===== src/rtl/sys_debug_scanner.sv =====
// Debug sequencer: sweeps output_sel and the register-file test port,
// streams tagged records over valid/ready and watches one register.
module sys_debug_scanner #(
    parameter int SEL_CH   = 8,
    parameter int DWELL    = 4,
    parameter int NUM_REGS = 32,
    parameter int REG_AW   = 5,
    parameter int DATA_W   = 32,
    parameter int LED_W    = 27
) (
    input  logic              SYS_clk,
    input  logic              SYS_reset,
    input  logic              start,
    input  logic              abort,
    input  logic              scan_regs_en,
    output logic [7:0]        SYS_output_sel,
    input  logic [LED_W-1:0]  SYS_leds,
    output logic [REG_AW-1:0] test_address_register,
    input  logic [DATA_W-1:0] test_value_register,
    output logic              rec_valid,
    input  logic              rec_ready,
    output logic              rec_kind,
    output logic [7:0]        rec_idx,
    output logic [DATA_W-1:0] rec_data,
    output logic              busy,
    output logic              done,
    input  logic [REG_AW-1:0] watch_addr,
    input  logic [DATA_W-1:0] watch_val,
    output logic              watch_hit,
    input  logic              watch_clr
);

    localparam int CW = (DWELL > 1) ? $clog2(DWELL) : 1;
    localparam logic [CW-1:0]     DW_LAST  = CW'(DWELL - 1);
    localparam logic [7:0]        SEL_LAST = 8'(SEL_CH - 1);
    localparam logic [REG_AW-1:0] REG_LAST = REG_AW'(NUM_REGS - 1);

    typedef enum logic [2:0] {
        IDLE,
        LED_DWELL,
        LED_EMIT,
        REG_SETTLE,
        REG_EMIT,
        FINISH
    } state_t;

    state_t              state_q;
    logic [CW-1:0]       cnt_q;
    logic [7:0]          sel_q;
    logic [REG_AW-1:0]   addr_q;
    logic                regs_en_q;
    logic                valid_q;
    logic                kind_q;
    logic [7:0]          idx_q;
    logic [DATA_W-1:0]   data_q;
    logic                busy_q;
    logic                done_q;
    logic                watch_q;
    logic                watch_d;

    // The address register only tracks watch_addr in IDLE, so a stale
    // address right after a scan or a watch_addr change must not hit.
    always_comb begin
        watch_d = watch_q;
        if (state_q == IDLE && addr_q == watch_addr
            && test_value_register == watch_val)
            watch_d = 1'b1;
        if (watch_clr)
            watch_d = 1'b0;
    end

    always_ff @(posedge SYS_clk) begin
        if (SYS_reset) begin
            state_q   <= IDLE;
            cnt_q     <= '0;
            sel_q     <= '0;
            addr_q    <= '0;
            regs_en_q <= 1'b0;
            valid_q   <= 1'b0;
            kind_q    <= 1'b0;
            idx_q     <= '0;
            data_q    <= '0;
            busy_q    <= 1'b0;
            done_q    <= 1'b0;
            watch_q   <= 1'b0;
        end else begin
            watch_q <= watch_d;
            done_q  <= 1'b0;
            if (abort) begin
                state_q <= IDLE;
                valid_q <= 1'b0;
                busy_q  <= 1'b0;
            end else begin
                unique case (state_q)
                    IDLE: begin
                        addr_q <= watch_addr;
                        if (start) begin
                            regs_en_q <= scan_regs_en;
                            sel_q     <= '0;
                            cnt_q     <= '0;
                            busy_q    <= 1'b1;
                            state_q   <= LED_DWELL;
                        end
                    end
                    LED_DWELL: begin
                        if (cnt_q == DW_LAST) begin
                            data_q  <= DATA_W'(SYS_leds);
                            kind_q  <= 1'b0;
                            idx_q   <= sel_q;
                            valid_q <= 1'b1;
                            state_q <= LED_EMIT;
                        end else begin
                            cnt_q <= cnt_q + CW'(1);
                        end
                    end
                    LED_EMIT: begin
                        if (rec_ready) begin
                            valid_q <= 1'b0;
                            if (sel_q != SEL_LAST) begin
                                sel_q   <= sel_q + 8'd1;
                                cnt_q   <= '0;
                                state_q <= LED_DWELL;
                            end else if (regs_en_q) begin
                                addr_q  <= '0;
                                state_q <= REG_SETTLE;
                            end else begin
                                state_q <= FINISH;
                            end
                        end
                    end
                    REG_SETTLE: begin
                        data_q  <= test_value_register;
                        kind_q  <= 1'b1;
                        idx_q   <= 8'(addr_q);
                        valid_q <= 1'b1;
                        state_q <= REG_EMIT;
                    end
                    REG_EMIT: begin
                        if (rec_ready) begin
                            valid_q <= 1'b0;
                            if (addr_q != REG_LAST) begin
                                addr_q  <= addr_q + REG_AW'(1);
                                state_q <= REG_SETTLE;
                            end else begin
                                state_q <= FINISH;
                            end
                        end
                    end
                    FINISH: begin
                        done_q  <= 1'b1;
                        busy_q  <= 1'b0;
                        state_q <= IDLE;
                    end
                    default: state_q <= IDLE;
                endcase
            end
        end
    end

    assign SYS_output_sel        = sel_q;
    assign test_address_register = addr_q;
    assign rec_valid             = valid_q;
    assign rec_kind              = kind_q;
    assign rec_idx               = idx_q;
    assign rec_data              = data_q;
    assign busy                  = busy_q;
    assign done                  = done_q;
    assign watch_hit             = watch_q;

endmodule


===== config.mk =====
export PLATFORM = sky130hd
export DESIGN_NAME = sys_debug_scanner
export DESIGN_NICKNAME = d
export VERILOG_FILES = /design/src/rtl/sys_debug_scanner.sv
export SDC_FILE = /design/constraint.sdc
export NUM_CORES = 1
export LEC_CHECK = 0
export ABC_AREA = 1
export CAP_MARGIN = 20
export CELL_PAD_IN_SITES_DETAIL_PLACEMENT = 0
export CELL_PAD_IN_SITES_GLOBAL_PLACEMENT = 1
export CORE_MARGIN = 4
export CORE_UTILIZATION = 31
export CTS_CLUSTER_DIAMETER = 40
export CTS_CLUSTER_SIZE = 20
export DETAILED_ROUTE_END_ITERATION = 7
export GPL_TIMING_DRIVEN = 0
export MAX_ROUTING_LAYER = met4
export PLACE_DENSITY_LB_ADDON = 0.1
export SLEW_MARGIN = 40
export SYNTH_ARGS = -nofsm -noshare
export SYNTH_HDL_FRONTEND = slang
export SYNTH_SLANG_ARGS = --single-unit

===== constraint.sdc =====
create_clock -name SYS_clk -period 3.6 [get_ports SYS_clk]
set_input_delay 1.08 -clock SYS_clk [delete_from_list [all_inputs] [get_ports SYS_clk]]
set_output_delay 1.08 -clock SYS_clk [all_outputs]
set_load 0.1 [all_outputs]

# == After elaboration in Yosys (flattened, before gate mapping) ==
# Cells that the tools add are included.
# totals
mem_count,0
mem_bits_rw,0
romBits,0
wordCells,91
input_bits,103
latchBits,0
register_bits,64
# classes
n_eq_ne,20
reduce_logical,20
div_mod_pow,0
add_sub_neg,3
mux,35
n_mul,0
n_lt_le_gt_ge,0
shift,0
bitwise_logic,1
# op_table
op,n
$pmux W32 S2,1
$eq A32 B32 Y1,1
$mux W32,1
$mux W8,4
$pmux W8 S2,2
$mux W5,5
$mux W3,7
$ne A2 B2 Y1 const B,9
$pmux W3 S5,1
$pmux W5 S3,1
$reduce_and A3 Y1,3
$reduce_bool A3 Y1,3
$add A8 B1 Y8 const B,1
$mux W2,4
$ne A8 B3 Y1 const B,1
$reduce_and A7 Y1,1
$eq A3 B2 Y1 const B,2
$eq A3 B3 Y1 const B,2
$pmux W2 S3,1
$reduce_and A6 Y1,1
$reduce_bool A2 Y1,3
$reduce_or A2 Y1,3
$add A5 B1 Y5 const B,1
$eq A5 B5 Y1,1
14 further kinds,20

# == Depth between registers and ports, before layout ==
# Gate-level depths: netlist of the first run.
# logic_depth
word_depth,4
ltp_mapped,12

# == Worst setup path after synthesis of the first run ==
# Ideal clock, no wire load.
# synth_path
path_type,reg-to-reg
from,register addr_q[0] (netlist: test_address_register[0])
to,register addr_q[0] (netlist: test_address_register[0])
path_stages_with_launch,12
setup_time_ns,0.118
slack_ns,1.373
required_ns,3.482
arrival_ns,2.109
cell_sequence,dfxtp_1 ha_1 nand2_1 nor2_1 ha_1 nand2_1 nand2_1 nor2_1 inv_1 nor2_2 o21ai_0 nor2_1
# synth_between
elab_chain_cells,4
elab_cells_between_ends,7
classes_between,1 x add/sub; 2 x eq/ne; 3 x mux; 1 x reduce/logical
# synth_rtl
item,line_no,source
"start, declared",50,logic [REG_AW-1:0] addr_q;
"start signal, assigned",96,addr_q <= watch_addr;
"start signal, assigned",142,addr_q <= addr_q + REG_AW'(1);
$add A5 B1 Y5,142,
$mux W5,141,if (addr_q != REG_LAST) begin
$mux W5,139,if (rec_ready) begin
$pmux W5 S3,94,unique case (state_q)
# Several ways; a longest one is shown, not always the timed one. The select of a mux whose other input is x is not followed.
# A chain may end at the register's enable or synchronous reset.

# == Worst setup path after layout of the first run ==
# layout_path
from,input port SYS_reset
to,register data_q[11] (netlist: rec_data[11])
# layout_lines
item,line_no,source
"start, declared",12,"input logic SYS_reset,"
"end signal, assigned",107,data_q <= DATA_W'(SYS_leds);
"end signal, assigned",132,data_q <= test_value_register;
"end, declared",55,logic [DATA_W-1:0] data_q;
# No word-level cell between the ends.

==> results of run 1 <==
==> power groups by stage <==
| stage | combinational, mW | sequential [mW] | clock, mW |
|---|---|---|---|
| floorplan | 0.137 | 0.862 | 0 |
| global placement | 0.434 | 0.757 | 0 |
| detailed placement | 0.423 | 0.757 | 0 |
| CTS | 0.424 | 0.742 | 1.01 |
| global route | 0.456 | 0.744 | 1.05 |
| finish | 0.420 | 0.742 | 0.994 |
==> layer usage <==
metal / global-route usage / up-vias / wire length [µm]
li1: - / 2081 / -
met1: 0.245 / 1741 / 5810
met2: 0.297 / 106 / 5890
met3: 0.0365 / 7 / 766
met4: 0.0573 / 0 / 87
met5: - / - / 0
==> final cells by class <==
type,count,area share
plain buffers,19,0.0213
clock buffers,13,0.0507
clock inverters,2,0.0109
inverters,49,0.0337
multi-input cells,412,0.382
flip-flops and latches,64,0.232
well taps,143,0.0324
repair buffers,160,0.237
==> flip-flops by register name, summed over array words and instances, names as in the netlist <==
| signal | cells |
|---|---|
| watch_hit | 1 |
| rec_idx | 8 |
| cnt_q | 2 |
| test_address_register | 5 |
| rec_data | 32 |
| SYS_output_sel | 8 |
| rec_valid | 1 |
| rec_kind | 1 |
| busy | 1 |
| state_q | 3 |
| done | 1 |
| regs_en_q | 1 |
==> cells in the mapped netlist <==
master                      instances  area (µm²)
sky130_fd_sc_hd__nor2_2             3        18.8
sky130_fd_sc_hd__o21ai_0           40         200
sky130_fd_sc_hd__inv_1             39         146
sky130_fd_sc_hd__nor3b_2            2        25.0
sky130_fd_sc_hd__buf_6              3        33.8
sky130_fd_sc_hd__buf_2              4        20.0
sky130_fd_sc_hd__buf_4              5        37.5
sky130_fd_sc_hd__dfxtp_1           64        1280
sky130_fd_sc_hd__nand3_2            1        10.0
sky130_fd_sc_hd__o2111ai_1          1        8.76
sky130_fd_sc_hd__nor3_1             3        15.0
sky130_fd_sc_hd__nand4_1            3        18.8
sky130_fd_sc_hd__ha_1               4        50.1
sky130_fd_sc_hd__mux2_2            19         214
sky130_fd_sc_hd__inv_2              8        30.0
sky130_fd_sc_hd__clkbuf_1           6        22.5
sky130_fd_sc_hd__a21oi_1           46         230
sky130_fd_sc_hd__or2_2              2        12.5
sky130_fd_sc_hd__clkinv_1           1        3.75
sky130_fd_sc_hd__nand4_4            1        21.3
sky130_fd_sc_hd__nand2_1          157         589
sky130_fd_sc_hd__nand3_1           26         130
sky130_fd_sc_hd__xnor2_1           21         184
sky130_fd_sc_hd__nor2_1            70         263
sky130_fd_sc_hd__buf_1              1        3.75
sky130_fd_sc_hd__xor2_1             6        52.6
sky130_fd_sc_hd__nand2_2            1        6.26
sky130_fd_sc_hd__nand3b_1           1        7.51
sky130_fd_sc_hd__inv_4              1        6.26
sky130_fd_sc_hd__nand4_2            1        12.5
sky130_fd_sc_hd__nor2_4             4        45.0
==> path summary, 6_finish.rpt <==
| check | from | endpoint | slack (ns) | cells past startpoint |
|---|---|---|---|---|
| worst max-delay path | SYS_reset | rec_data[11]$_SDFFE_PP0P_ | 1.11 | 4 |
| worst min-delay path | watch_hit$_SDFFE_PP0P_ | watch_hit$_SDFFE_PP0P_ | 0.45 | 2 |
| worst max register to register | test_address_register[0]$_SDFFE_PP0P_ | test_address_register[3]$_SDFFE_PP0P_ | 1.81 | 12 |
| worst min register to register | watch_hit$_SDFFE_PP0P_ | watch_hit$_SDFFE_PP0P_ | 0.45 | 2 |
==> critical path, stage by stage <==
cell                              delay (ns)
sky130_fd_sc_hd__clkdlybuf4s50_1        0.61
sky130_fd_sc_hd__clkbuf_1               0.43
sky130_fd_sc_hd__clkbuf_1               0.47
sky130_fd_sc_hd__a21oi_1                0.08
==> metrics by stage <==
stage	power [mW]	area [µm²]	hold slack [ns]	utilization
detailed placement	1.18	5190	0.440	0.449
floorplan	1.00	3700	0.454	-
global route	2.25	5530	0.479	0.478
global placement	1.19	5480	0.434	0.474
finish	2.16	5530	0.447	0.478
CTS	2.18	5530	0.449	0.478
==> logic make-up after synthesis <==
logic type / after synthesis / share of synthesized area
AND/OR/NAND/NOR: 275 / 0.318
XOR/XNOR: 27 / 0.0639
AO/OA/AOI/OAI: 87 / 0.119
multiplexers: 19 / 0.0578
buffers and inverters: 68 / 0.0822
adder cells (fa/ha/maj): 4 / 0.0135
flip-flops: 64 / 0.346
==> metrics.txt, run 1 <==
# TYPE chip_impl_metric gauge
chip_impl_info{name="run_status",value="finished, final reports clean"} 1
chip_impl_metric{name="cts-hold-fix-buffers",unit=""} 0
chip_impl_metric{name="power_per_cell_area",unit="nW/µm²"} 390
chip_impl_metric{name="max_slew.worst_pin.slew",unit="ns"} 0.608
chip_impl_info{name="end_kind",value="register"} 1
chip_impl_metric{name="comb_power_share",unit=""} 0.195
chip_impl_metric{name="place_congestion",unit=""} 0.807
chip_impl_metric{name="cts_resized",unit=""} 0
chip_impl_metric{name="post-route-min-period",unit="ns"} 2.49
chip_impl_metric{name="max_clock_freq",unit="MHz"} 402
chip_impl_metric{name="postSynthRegisterBits",unit=""} 64
chip_impl_metric{name="wire_length_of_the_first_global_routing_pass",unit="µm"} 19300
chip_impl_metric{name="pwr-share-clk",unit=""} 0.461
chip_impl_metric{name="power_switching",unit="mW"} 0.575
chip_impl_metric{name="nets_final",unit=""} 822
chip_impl_metric{name="globalRouteTotalUtil",unit=""} 0.189
chip_impl_metric{name="final_antenna_net_count",unit=""} 0
chip_impl_metric{name="share_seq_of_total_power",unit=""} 0.344
chip_impl_metric{name="power.leakage",unit="nW"} 2.43
chip_impl_metric{name="std_cell_rows",unit=""} 39
chip_impl_info{name="cts_tree",value="yes"} 1
chip_impl_metric{name="clockBufferDepth",unit=""} 2
chip_impl_metric{name="filler_cell_count",unit=""} 1214
chip_impl_metric{name="multiInputGateArea",unit="µm²"} 2110
chip_impl_metric{name="initial_utilization",unit=""} 0.320
chip_impl_metric{name="antenna_cells",unit=""} 0
chip_impl_metric{name="cts_buf_count",unit=""} 9
chip_impl_metric{name="finalWorstSetupSlack",unit="ns"} 1.11
chip_impl_metric{name="placedCellCount",unit=""} 847
chip_impl_metric{name="ys_types",unit=""} 31
chip_impl_metric{name="clk_pin_slew",unit="ns"} 0.05
chip_impl_info{name="clock_root_buffer",value="sky130_fd_sc_hd__clkbuf_16"} 1
chip_impl_metric{name="io-pin-count",unit=""} 161
chip_impl_metric{name="core-area",unit="µm²"} 11600
chip_impl_metric{name="worst_ep_required_time",unit="ns"} 3.79
chip_impl_metric{name="fp.dieH",unit="µm"} 117
chip_impl_metric{name="cts_setup_buffers",unit=""} 0
chip_impl_info{name="rsz0062_at_grt",value="false"} 1
chip_impl_metric{name="final-hold-violation-count",unit=""} 0
chip_impl_metric{name="max-vdd-ir-drop",unit="µV"} 163
chip_impl_metric{name="die_area",unit="µm²"} 13700
chip_impl_metric{name="hpwl",unit="µm"} 10100
chip_impl_metric{name="worst-endpoint-arrival",unit="ns"} 2.67
chip_impl_metric{name="post_synth.cell_area_avg",unit="µm²"} 6.80
chip_impl_metric{name="routedWlPerCell",unit="µm"} 14.6
chip_impl_metric{name="layout.area.seq",unit="µm²"} 1280
chip_impl_metric{name="largest_net_degree_at_the_start_of_global_routing",unit=""} 11
chip_impl_metric{name="power.internal",unit="mW"} 1.58
chip_impl_metric{name="setup-tns-final",unit="ns"} 0
chip_impl_metric{name="finalWirelength",unit="µm"} 12600
chip_impl_metric{name="mappedNetlistNets",unit=""} 651
chip_impl_metric{name="max_slew_margin",unit=""} 0.595
chip_impl_metric{name="setup_viol",unit=""} 0
chip_impl_metric{name="layout_worst_path_cycle_share",unit=""} 0.690
chip_impl_metric{name="clkSinkCount",unit=""} 64
chip_impl_metric{name="place_ws",unit="ns"} 0.763
chip_impl_metric{name="portBuffers",unit=""} 160
chip_impl_metric{name="drt_pass1_iterations",unit=""} 4
chip_impl_info{name="worstHoldPathType",value="register to register"} 1
chip_impl_info{name="layout.cells.most_common_list",value="sky130_fd_sc_hd__nand2_1 (157), sky130_fd_sc_hd__clkdlybuf4s50_1 (102), sky130_fd_sc_hd__nor2_1 (70)"} 1
chip_impl_metric{name="final.setup_skew",unit="ns"} 0.00437
chip_impl_metric{name="route.vias.total",unit=""} 3935
chip_impl_info{name="critical_path.startpoint_type",value="primary input"} 1
chip_impl_metric{name="switching_share",unit=""} 0.267
chip_impl_metric{name="die_wd",unit="µm"} 117
chip_impl_info{name="most_common_library_cell_in_the_layout_ignoring_fill_and_taps",value="sky130_fd_sc_hd__nand2_1"} 1
chip_impl_metric{name="post_detailed_route_via_to_cell_ratio",unit=""} 4.56
chip_impl_metric{name="grt_antenna_before_repair",unit=""} 0
chip_impl_metric{name="post_route_cells_drive_above_1_share",unit=""} 0.178
chip_impl_metric{name="synth-warning-count",unit=""} 0
chip_impl_metric{name="yosysSeqAreaShare",unit=""} 0.346
chip_impl_metric{name="area_delta_synth_final",unit="%"} 49.5
chip_impl_metric{name="clock_latency",unit="ns"} 0.33
chip_impl_metric{name="gr-total-overflow",unit=""} 0
chip_impl_metric{name="grt_pass1_vias",unit=""} 3797
chip_impl_metric{name="critical_path_peak_fanout",unit=""} 10
chip_impl_metric{name="drt_iter0_drc",unit=""} 117
chip_impl_metric{name="drt_drc_violations_left",unit=""} 0
chip_impl_metric{name="drv_slew",unit=""} 0
chip_impl_info{name="criticalPathCategory",value="primary input to register"} 1
chip_impl_metric{name="maxCapViolCount",unit=""} 0
chip_impl_metric{name="post_synth_instance_area",unit="µm²"} 3700
chip_impl_metric{name="cts.htree.levels",unit=""} 3
chip_impl_metric{name="netlist_instances",unit=""} 544
chip_impl_metric{name="fin_cells",unit=""} 862
Power figures use the tool's default switching activity.
==> run 2: changes to the inputs <==
CORE_UTILIZATION = 26   (was 31)
clock period = 2.25 ns   (was 3.6 ns; I/O delays follow)
==> run 2 against run 1 <==
  * Critical path depth did not move
  * Wire length rose by 8.2%
  * Total power rose by 57%
  * Setup slack got worse by 0.95 ns
  * Highest routed layer unchanged
==> metrics.txt, run 2 (synthesis gave the netlist of run 1 again) <==
# TYPE chip_impl_metric gauge
chip_impl_metric{name="switching_share",unit=""} 0.276
chip_impl_metric{name="cp.depth",unit=""} 4
chip_impl_info{name="worstHoldPathType",value="register to register"} 1
chip_impl_metric{name="max_clock_freq",unit="MHz"} 479
chip_impl_metric{name="max_slew.worst_pin.slew",unit="ns"} 0.675
chip_impl_metric{name="pwr-share-clk",unit=""} 0.448
chip_impl_metric{name="finalWirelength",unit="µm"} 13600
chip_impl_metric{name="clockBufferDepth",unit=""} 2
chip_impl_metric{name="power_switching",unit="mW"} 0.933
chip_impl_metric{name="fin_cells",unit=""} 900
chip_impl_metric{name="placedCellCount",unit=""} 884
chip_impl_metric{name="routedWlPerCell",unit="µm"} 15.1
chip_impl_metric{name="wire_length_of_the_first_global_routing_pass",unit="µm"} 21100
chip_impl_metric{name="gr-total-overflow",unit=""} 0
chip_impl_metric{name="cts.htree.levels",unit=""} 3
chip_impl_metric{name="drt_iter0_drc",unit=""} 138
chip_impl_metric{name="post-route-min-period",unit="ns"} 2.09
chip_impl_metric{name="nets_final",unit=""} 822
chip_impl_metric{name="route.vias.total",unit=""} 4035
chip_impl_metric{name="worst_ep_required_time",unit="ns"} 2.45
chip_impl_metric{name="place_ws",unit="ns"} -0.237
chip_impl_info{name="critical_path.slowest_cell",value="sky130_fd_sc_hd__clkdlybuf4s50_1"} 1
chip_impl_metric{name="max_slew_margin",unit=""} 0.550
chip_impl_info{name="end_kind",value="register"} 1
chip_impl_metric{name="share_seq_of_total_power",unit=""} 0.352
chip_impl_metric{name="reg2regPathDepth",unit=""} 12
chip_impl_metric{name="globalRouteTotalUtil",unit=""} 0.171
chip_impl_info{name="timing.rr.start",value="test_address_register[0]$_SDFFE_PP0P_"} 1
chip_impl_metric{name="cts_setup_buffers",unit=""} 0
chip_impl_metric{name="final-hold-violation-count",unit=""} 0
chip_impl_metric{name="drt_pass1_iterations",unit=""} 4
chip_impl_metric{name="finalWorstSetupSlack",unit="ns"} 0.164
chip_impl_metric{name="std_cell_rows",unit=""} 43
chip_impl_metric{name="cts-hold-fix-buffers",unit=""} 0
chip_impl_metric{name="clock_latency",unit="ns"} 0.34
chip_impl_metric{name="fp.dieH",unit="µm"} 127
chip_impl_metric{name="setup-tns-final",unit="ns"} 0
chip_impl_metric{name="clkSinkCount",unit=""} 64
chip_impl_info{name="run_status",value="finished, final reports clean"} 1
chip_impl_metric{name="die_wd",unit="µm"} 127
chip_impl_metric{name="critical_path.max_stage_delay",unit="ns"} 0.60
chip_impl_info{name="rsz0062_at_grt",value="false"} 1
chip_impl_info{name="crit_start",value="SYS_reset"} 1
chip_impl_metric{name="power_per_cell_area",unit="nW/µm²"} 608
chip_impl_metric{name="drv_slew",unit=""} 0
chip_impl_metric{name="hpwl",unit="µm"} 10800
chip_impl_metric{name="grt_pass1_vias",unit=""} 3993
chip_impl_metric{name="area_delta_synth_final",unit="%"} 50.1
chip_impl_metric{name="largest_register_ffs",unit=""} 32
chip_impl_metric{name="post_detailed_route_via_to_cell_ratio",unit=""} 4.48
chip_impl_metric{name="clk_pin_slew",unit="ns"} 0.05
chip_impl_metric{name="critical_path_peak_fanout",unit=""} 10
chip_impl_info{name="clock_root_buffer",value="sky130_fd_sc_hd__clkbuf_16"} 1
chip_impl_metric{name="portBuffers",unit=""} 160
chip_impl_info{name="worst_path_cell_chain",value="clkdlybuf4s50_1, clkbuf_1, clkbuf_1, a21oi_1"} 1
chip_impl_info{name="cts_tree",value="yes"} 1
chip_impl_metric{name="drt_drc_violations_left",unit=""} 0
chip_impl_metric{name="layout_worst_path_cycle_share",unit=""} 0.927
chip_impl_metric{name="comb_power_share",unit=""} 0.201
chip_impl_info{name="worst_r2r_end",value="test_address_register[4]$_SDFFE_PP0P_"} 1
chip_impl_metric{name="setup_viol",unit=""} 0
chip_impl_metric{name="cts_resized",unit=""} 0
chip_impl_metric{name="core-area",unit="µm²"} 13900
chip_impl_metric{name="io-pin-count",unit=""} 161
chip_impl_metric{name="die_area",unit="µm²"} 16200
chip_impl_metric{name="finish.utilization",unit=""} 0.398
chip_impl_metric{name="initial_utilization",unit=""} 0.266
chip_impl_metric{name="power.internal",unit="mW"} 2.44
chip_impl_metric{name="place_congestion",unit=""} 0.851
chip_impl_metric{name="worst_reg_to_reg_setup_slack",unit="ns"} 0.40
chip_impl_info{name="crit_path_to",value="rec_data[8]$_SDFFE_PP0P_"} 1
chip_impl_metric{name="cts_buf_count",unit=""} 9
chip_impl_info{name="critical_path.startpoint_type",value="primary input"} 1
chip_impl_metric{name="post_route_cells_drive_above_1_share",unit=""} 0.175
chip_impl_metric{name="largest_net_degree_at_the_start_of_global_routing",unit=""} 11
chip_impl_metric{name="antenna_cells",unit=""} 0
chip_impl_metric{name="timing.critical_path.buf_inv",unit=""} 3
chip_impl_metric{name="post-layout-total-power",unit="mW"} 3.38
chip_impl_info{name="most_common_library_cell_in_the_layout_ignoring_fill_and_taps",value="sky130_fd_sc_hd__nand2_1"} 1
chip_impl_metric{name="max-vdd-ir-drop",unit="µV"} 566
chip_impl_metric{name="grt_antenna_before_repair",unit=""} 0
chip_impl_info{name="library_cell_appearing_most_often_on_the_critical_path",value="sky130_fd_sc_hd__clkbuf_1"} 1
chip_impl_info{name="path_delay_family",value="buffers and inverters"} 1
chip_impl_info{name="criticalPathCategory",value="primary input to register"} 1
chip_impl_metric{name="final.setup_skew",unit="ns"} 0.00519
chip_impl_metric{name="power.leakage",unit="nW"} 2.41
chip_impl_metric{name="maxCapViolCount",unit=""} 0
chip_impl_metric{name="final_antenna_net_count",unit=""} 0
chip_impl_metric{name="worst-endpoint-arrival",unit="ns"} 2.28
chip_impl_info{name="layout.cells.most_common_list",value="sky130_fd_sc_hd__nand2_1 (157), sky130_fd_sc_hd__clkdlybuf4s50_1 (102), sky130_fd_sc_hd__nor2_1 (70)"} 1
==> run 2: power by group through the flow <==
stage                     sequential [mW]  clock (mW)  combinational (mW)
after global routing                 1.19        1.60               0.733
after CTS                            1.19        1.56               0.685
after global placement               1.21           0               0.701
final                                1.19        1.51               0.678
after detailed placement             1.21           0               0.682
after floorplan                      1.38           0               0.220
==> run 2: worst min-delay path by stage <==
stage | end | cells after the start | from | slack, ns
5_1_grt | busy$_SDFFE_PP0P_ | 2 | busy$_SDFFE_PP0P_ | 0.48
4_1_cts | watch_hit$_SDFFE_PP0P_ | 2 | watch_hit$_SDFFE_PP0P_ | 0.45
6_report | watch_hit$_SDFFE_PP0P_ | 2 | watch_hit$_SDFFE_PP0P_ | 0.45
3_5_place_dp | watch_hit$_SDFFE_PP0P_ | 2 | watch_hit$_SDFFE_PP0P_ | 0.44
3_3_place_gp | watch_hit$_SDFFE_PP0P_ | 2 | watch_hit$_SDFFE_PP0P_ | 0.44
2_1_floorplan | regs_en_q$_SDFFE_PP0P_ | 2 | regs_en_q$_SDFFE_PP0P_ | 0.45
==> run 2: layout make-up <==
| cell class | instances | area (µm²) |
|---|---|---|
| timing repair buffer | 160 | 1310 |
| tap | 180 | 225 |
| clock inverter | 3 | 65.1 |
| buffer | 19 | 118 |
| inverter | 49 | 186 |
| sequential | 64 | 1280 |
| clock buffer | 13 | 250 |
| fill | 1457 | 8380 |
| multi-input combinational | 412 | 2110 |
==> run 2: through the flow <==
stage,hold WS (ns),area (µm²)
finish,0.446,5550
CTS,0.447,5550
global route,0.482,5550
detailed placement,0.439,5240
floorplan,0.454,3700
global placement,0.436,5530
==> run 2: worst min-delay path: stages, from the launching register on <==
cell	delay (ns)
sky130_fd_sc_hd__dfxtp_1	0.30
sky130_fd_sc_hd__inv_1	0.05
sky130_fd_sc_hd__a21oi_1	0.05
==> run 2: per-layer routing <==
metal	track usage	part of all wire	vias up
met4	0.0511	0.016	0
met2	0.261	0.47	114
met1	0.219	0.46	1823
li1	-	-	2084
met3	0.0523	0.052	14
met5	-	0	-
==> run 3: changes to the inputs <==
MAX_ROUTING_LAYER = unset   (was met4)
==> run 3 against run 2 <==
  * Count of clock-buffer cells in the layout did not move
  * Wire length fell by 0.29%
  * Hold slack barely moved
  * Register-to-register slack barely moved
  * Sequential power barely moved
  * Combinational power barely moved
  * Global-route usage fell by 0.48 points
==> metrics.txt, run 3 (synthesis gave the netlist of run 1 again) <==
# TYPE chip_impl_metric gauge
chip_impl_metric{name="antenna_cells",unit=""} 0
chip_impl_info{name="critical_path.startpoint_type",value="primary input"} 1
chip_impl_metric{name="routedWlPerCell",unit="µm"} 15.1
chip_impl_metric{name="initial_utilization",unit=""} 0.266
chip_impl_info{name="critical_path.slowest_cell",value="sky130_fd_sc_hd__clkdlybuf4s50_1"} 1
chip_impl_metric{name="area_delta_synth_final",unit="%"} 50.1
chip_impl_metric{name="final-hold-violation-count",unit=""} 0
chip_impl_metric{name="max_slew.worst_pin.slew",unit="ns"} 0.680
chip_impl_metric{name="drt_iter0_drc",unit=""} 135
chip_impl_info{name="worstHoldPathType",value="register to register"} 1
chip_impl_metric{name="std_cell_rows",unit=""} 43
chip_impl_metric{name="cts_resized",unit=""} 0
chip_impl_metric{name="critical_path.max_stage_delay",unit="ns"} 0.60
chip_impl_metric{name="drt_drc_violations_left",unit=""} 0
chip_impl_metric{name="cts_buf_count",unit=""} 9
chip_impl_metric{name="clk_pin_slew",unit="ns"} 0.05
chip_impl_info{name="layout.cells.most_common_list",value="sky130_fd_sc_hd__nand2_1 (157), sky130_fd_sc_hd__clkdlybuf4s50_1 (102), sky130_fd_sc_hd__nor2_1 (70)"} 1
chip_impl_metric{name="setup_viol",unit=""} 0
chip_impl_info{name="worst_path_cell_chain",value="clkdlybuf4s50_1, clkbuf_1, clkbuf_1, a21oi_1"} 1
chip_impl_metric{name="wire_length_of_the_first_global_routing_pass",unit="µm"} 21100
chip_impl_metric{name="final.setup_skew",unit="ns"} 0.00375
chip_impl_metric{name="gr-total-overflow",unit=""} 0
chip_impl_metric{name="fin_cells",unit=""} 900
chip_impl_info{name="library_cell_appearing_most_often_on_the_critical_path",value="sky130_fd_sc_hd__clkbuf_1"} 1
chip_impl_metric{name="core-area",unit="µm²"} 13900
chip_impl_metric{name="die_wd",unit="µm"} 127
chip_impl_metric{name="finish.utilization",unit=""} 0.398
chip_impl_metric{name="clockBufferDepth",unit=""} 2
chip_impl_metric{name="fp.dieH",unit="µm"} 127
chip_impl_metric{name="largest_register_ffs",unit=""} 32
chip_impl_metric{name="final_antenna_net_count",unit=""} 0
chip_impl_metric{name="clock_latency",unit="ns"} 0.34
chip_impl_metric{name="route.vias.total",unit=""} 4032
chip_impl_info{name="clock_root_buffer",value="sky130_fd_sc_hd__clkbuf_16"} 1
chip_impl_metric{name="portBuffers",unit=""} 160
chip_impl_info{name="criticalPathCategory",value="primary input to register"} 1
chip_impl_metric{name="grt_pass1_vias",unit=""} 3986
chip_impl_metric{name="post-route-min-period",unit="ns"} 2.07
chip_impl_metric{name="drv_slew",unit=""} 0
chip_impl_metric{name="power_per_cell_area",unit="nW/µm²"} 608
chip_impl_metric{name="placedCellCount",unit=""} 884
chip_impl_metric{name="cts_setup_buffers",unit=""} 0
chip_impl_metric{name="max_slew_margin",unit=""} 0.547
chip_impl_metric{name="finalWirelength",unit="µm"} 13500
chip_impl_metric{name="cts.htree.levels",unit=""} 3
chip_impl_metric{name="maxCapViolCount",unit=""} 0
chip_impl_metric{name="cts-hold-fix-buffers",unit=""} 0
chip_impl_info{name="cts_tree",value="yes"} 1
chip_impl_metric{name="nets_final",unit=""} 822
chip_impl_metric{name="worst-endpoint-arrival",unit="ns"} 2.27
chip_impl_metric{name="critical_path_peak_fanout",unit=""} 10
chip_impl_metric{name="die_area",unit="µm²"} 16200
chip_impl_metric{name="max_clock_freq",unit="MHz"} 482
chip_impl_metric{name="max-vdd-ir-drop",unit="µV"} 567
chip_impl_metric{name="power.leakage",unit="nW"} 2.41
chip_impl_metric{name="clkSinkCount",unit=""} 64
chip_impl_metric{name="filler_cell_count",unit=""} 1457
chip_impl_metric{name="io-pin-count",unit=""} 161
chip_impl_metric{name="worst_ep_required_time",unit="ns"} 2.45
chip_impl_metric{name="grt_antenna_before_repair",unit=""} 0
chip_impl_metric{name="globalRouteTotalUtil",unit=""} 0.167
chip_impl_metric{name="post_route_cells_drive_above_1_share",unit=""} 0.175
chip_impl_info{name="rsz0062_at_grt",value="false"} 1
chip_impl_metric{name="largest_net_degree_at_the_start_of_global_routing",unit=""} 11
chip_impl_metric{name="place_congestion",unit=""} 0.838
chip_impl_metric{name="drt_pass1_iterations",unit=""} 4
chip_impl_info{name="end_kind",value="register"} 1
chip_impl_metric{name="hpwl",unit="µm"} 10800
chip_impl_info{name="most_common_library_cell_in_the_layout_ignoring_fill_and_taps",value="sky130_fd_sc_hd__nand2_1"} 1
chip_impl_metric{name="post_detailed_route_via_to_cell_ratio",unit=""} 4.48
chip_impl_info{name="run_status",value="finished, final reports clean"} 1
chip_impl_metric{name="layout_worst_path_cycle_share",unit=""} 0.922
## run 3: cell type report
class | instances | area [µm²] | area share
clock inverter | 3 | 65.1 | 0.0117
sequential | 64 | 1280 | 0.231
buffer | 19 | 118 | 0.0212
multi-input combinational | 412 | 2110 | 0.381
clock buffer | 13 | 250 | 0.0451
timing repair buffer | 160 | 1310 | 0.236
inverter | 49 | 186 | 0.0336
tap | 180 | 225 | 0.0406
## run 3: stage by stage
| stage | hold WS, ns | TNS, ns | total power [mW] | setup WS, ns | cell area (µm²) |
|---|---|---|---|---|---|
| after CTS | 0.447 | 0 | 3.43 | 0.124 | 5550 |
| after detailed placement | 0.439 | -4.13 | 1.89 | -0.237 | 5240 |
| after floorplan | 0.454 | 0 | 1.60 | 0.0227 | 3700 |
| after global placement | 0.436 | -4.10 | 1.91 | -0.191 | 5530 |
| final | 0.446 | 0 | 3.38 | 0.176 | 5550 |
| after global routing | 0.482 | 0 | 3.53 | 0.0464 | 5550 |
## run 3: routing by layer
layer | track usage | vias up | share of wire
li1 | - | 2083 | -
met1 | 0.218 | 1826 | 0.46
met2 | 0.262 | 108 | 0.47
met3 | 0.0552 | 15 | 0.058
met4 | 0.0511 | 0 | 0.016
met5 | 0 | - | 0
## run 3: critical path: cells and delay by family
family                 cells  cell delay (ns)
buffers and inverters      3             1.51
AO/OA/AOI/OAI              1             0.09
## run 3: path summary, 6_finish.rpt
| path | start | cells after the start | slack, ns | to |
|---|---|---|---|---|
| worst min-delay path | watch_hit$_SDFFE_PP0P_ | 2 | 0.45 | watch_hit$_SDFFE_PP0P_ |
| worst max register to register | test_address_register[0]$_SDFFE_PP0P_ | 12 | 0.41 | test_address_register[1]$_SDFFE_PP0P_ |
| worst max-delay path | SYS_reset | 4 | 0.18 | SYS_output_sel[4]$_SDFFE_PP0P_ |
| worst min register to register | watch_hit$_SDFFE_PP0P_ | 2 | 0.45 | watch_hit$_SDFFE_PP0P_ |
## run 3: report_power, final
group / internal, mW / leakage, nW / switching [mW] / total, mW
Combinational: 0.281 / 1.74 / 0.397 / 0.678
Sequential: 1.16 / 0.519 / 0.0246 / 1.19
Clock: 0.999 / 0.154 / 0.513 / 1.51
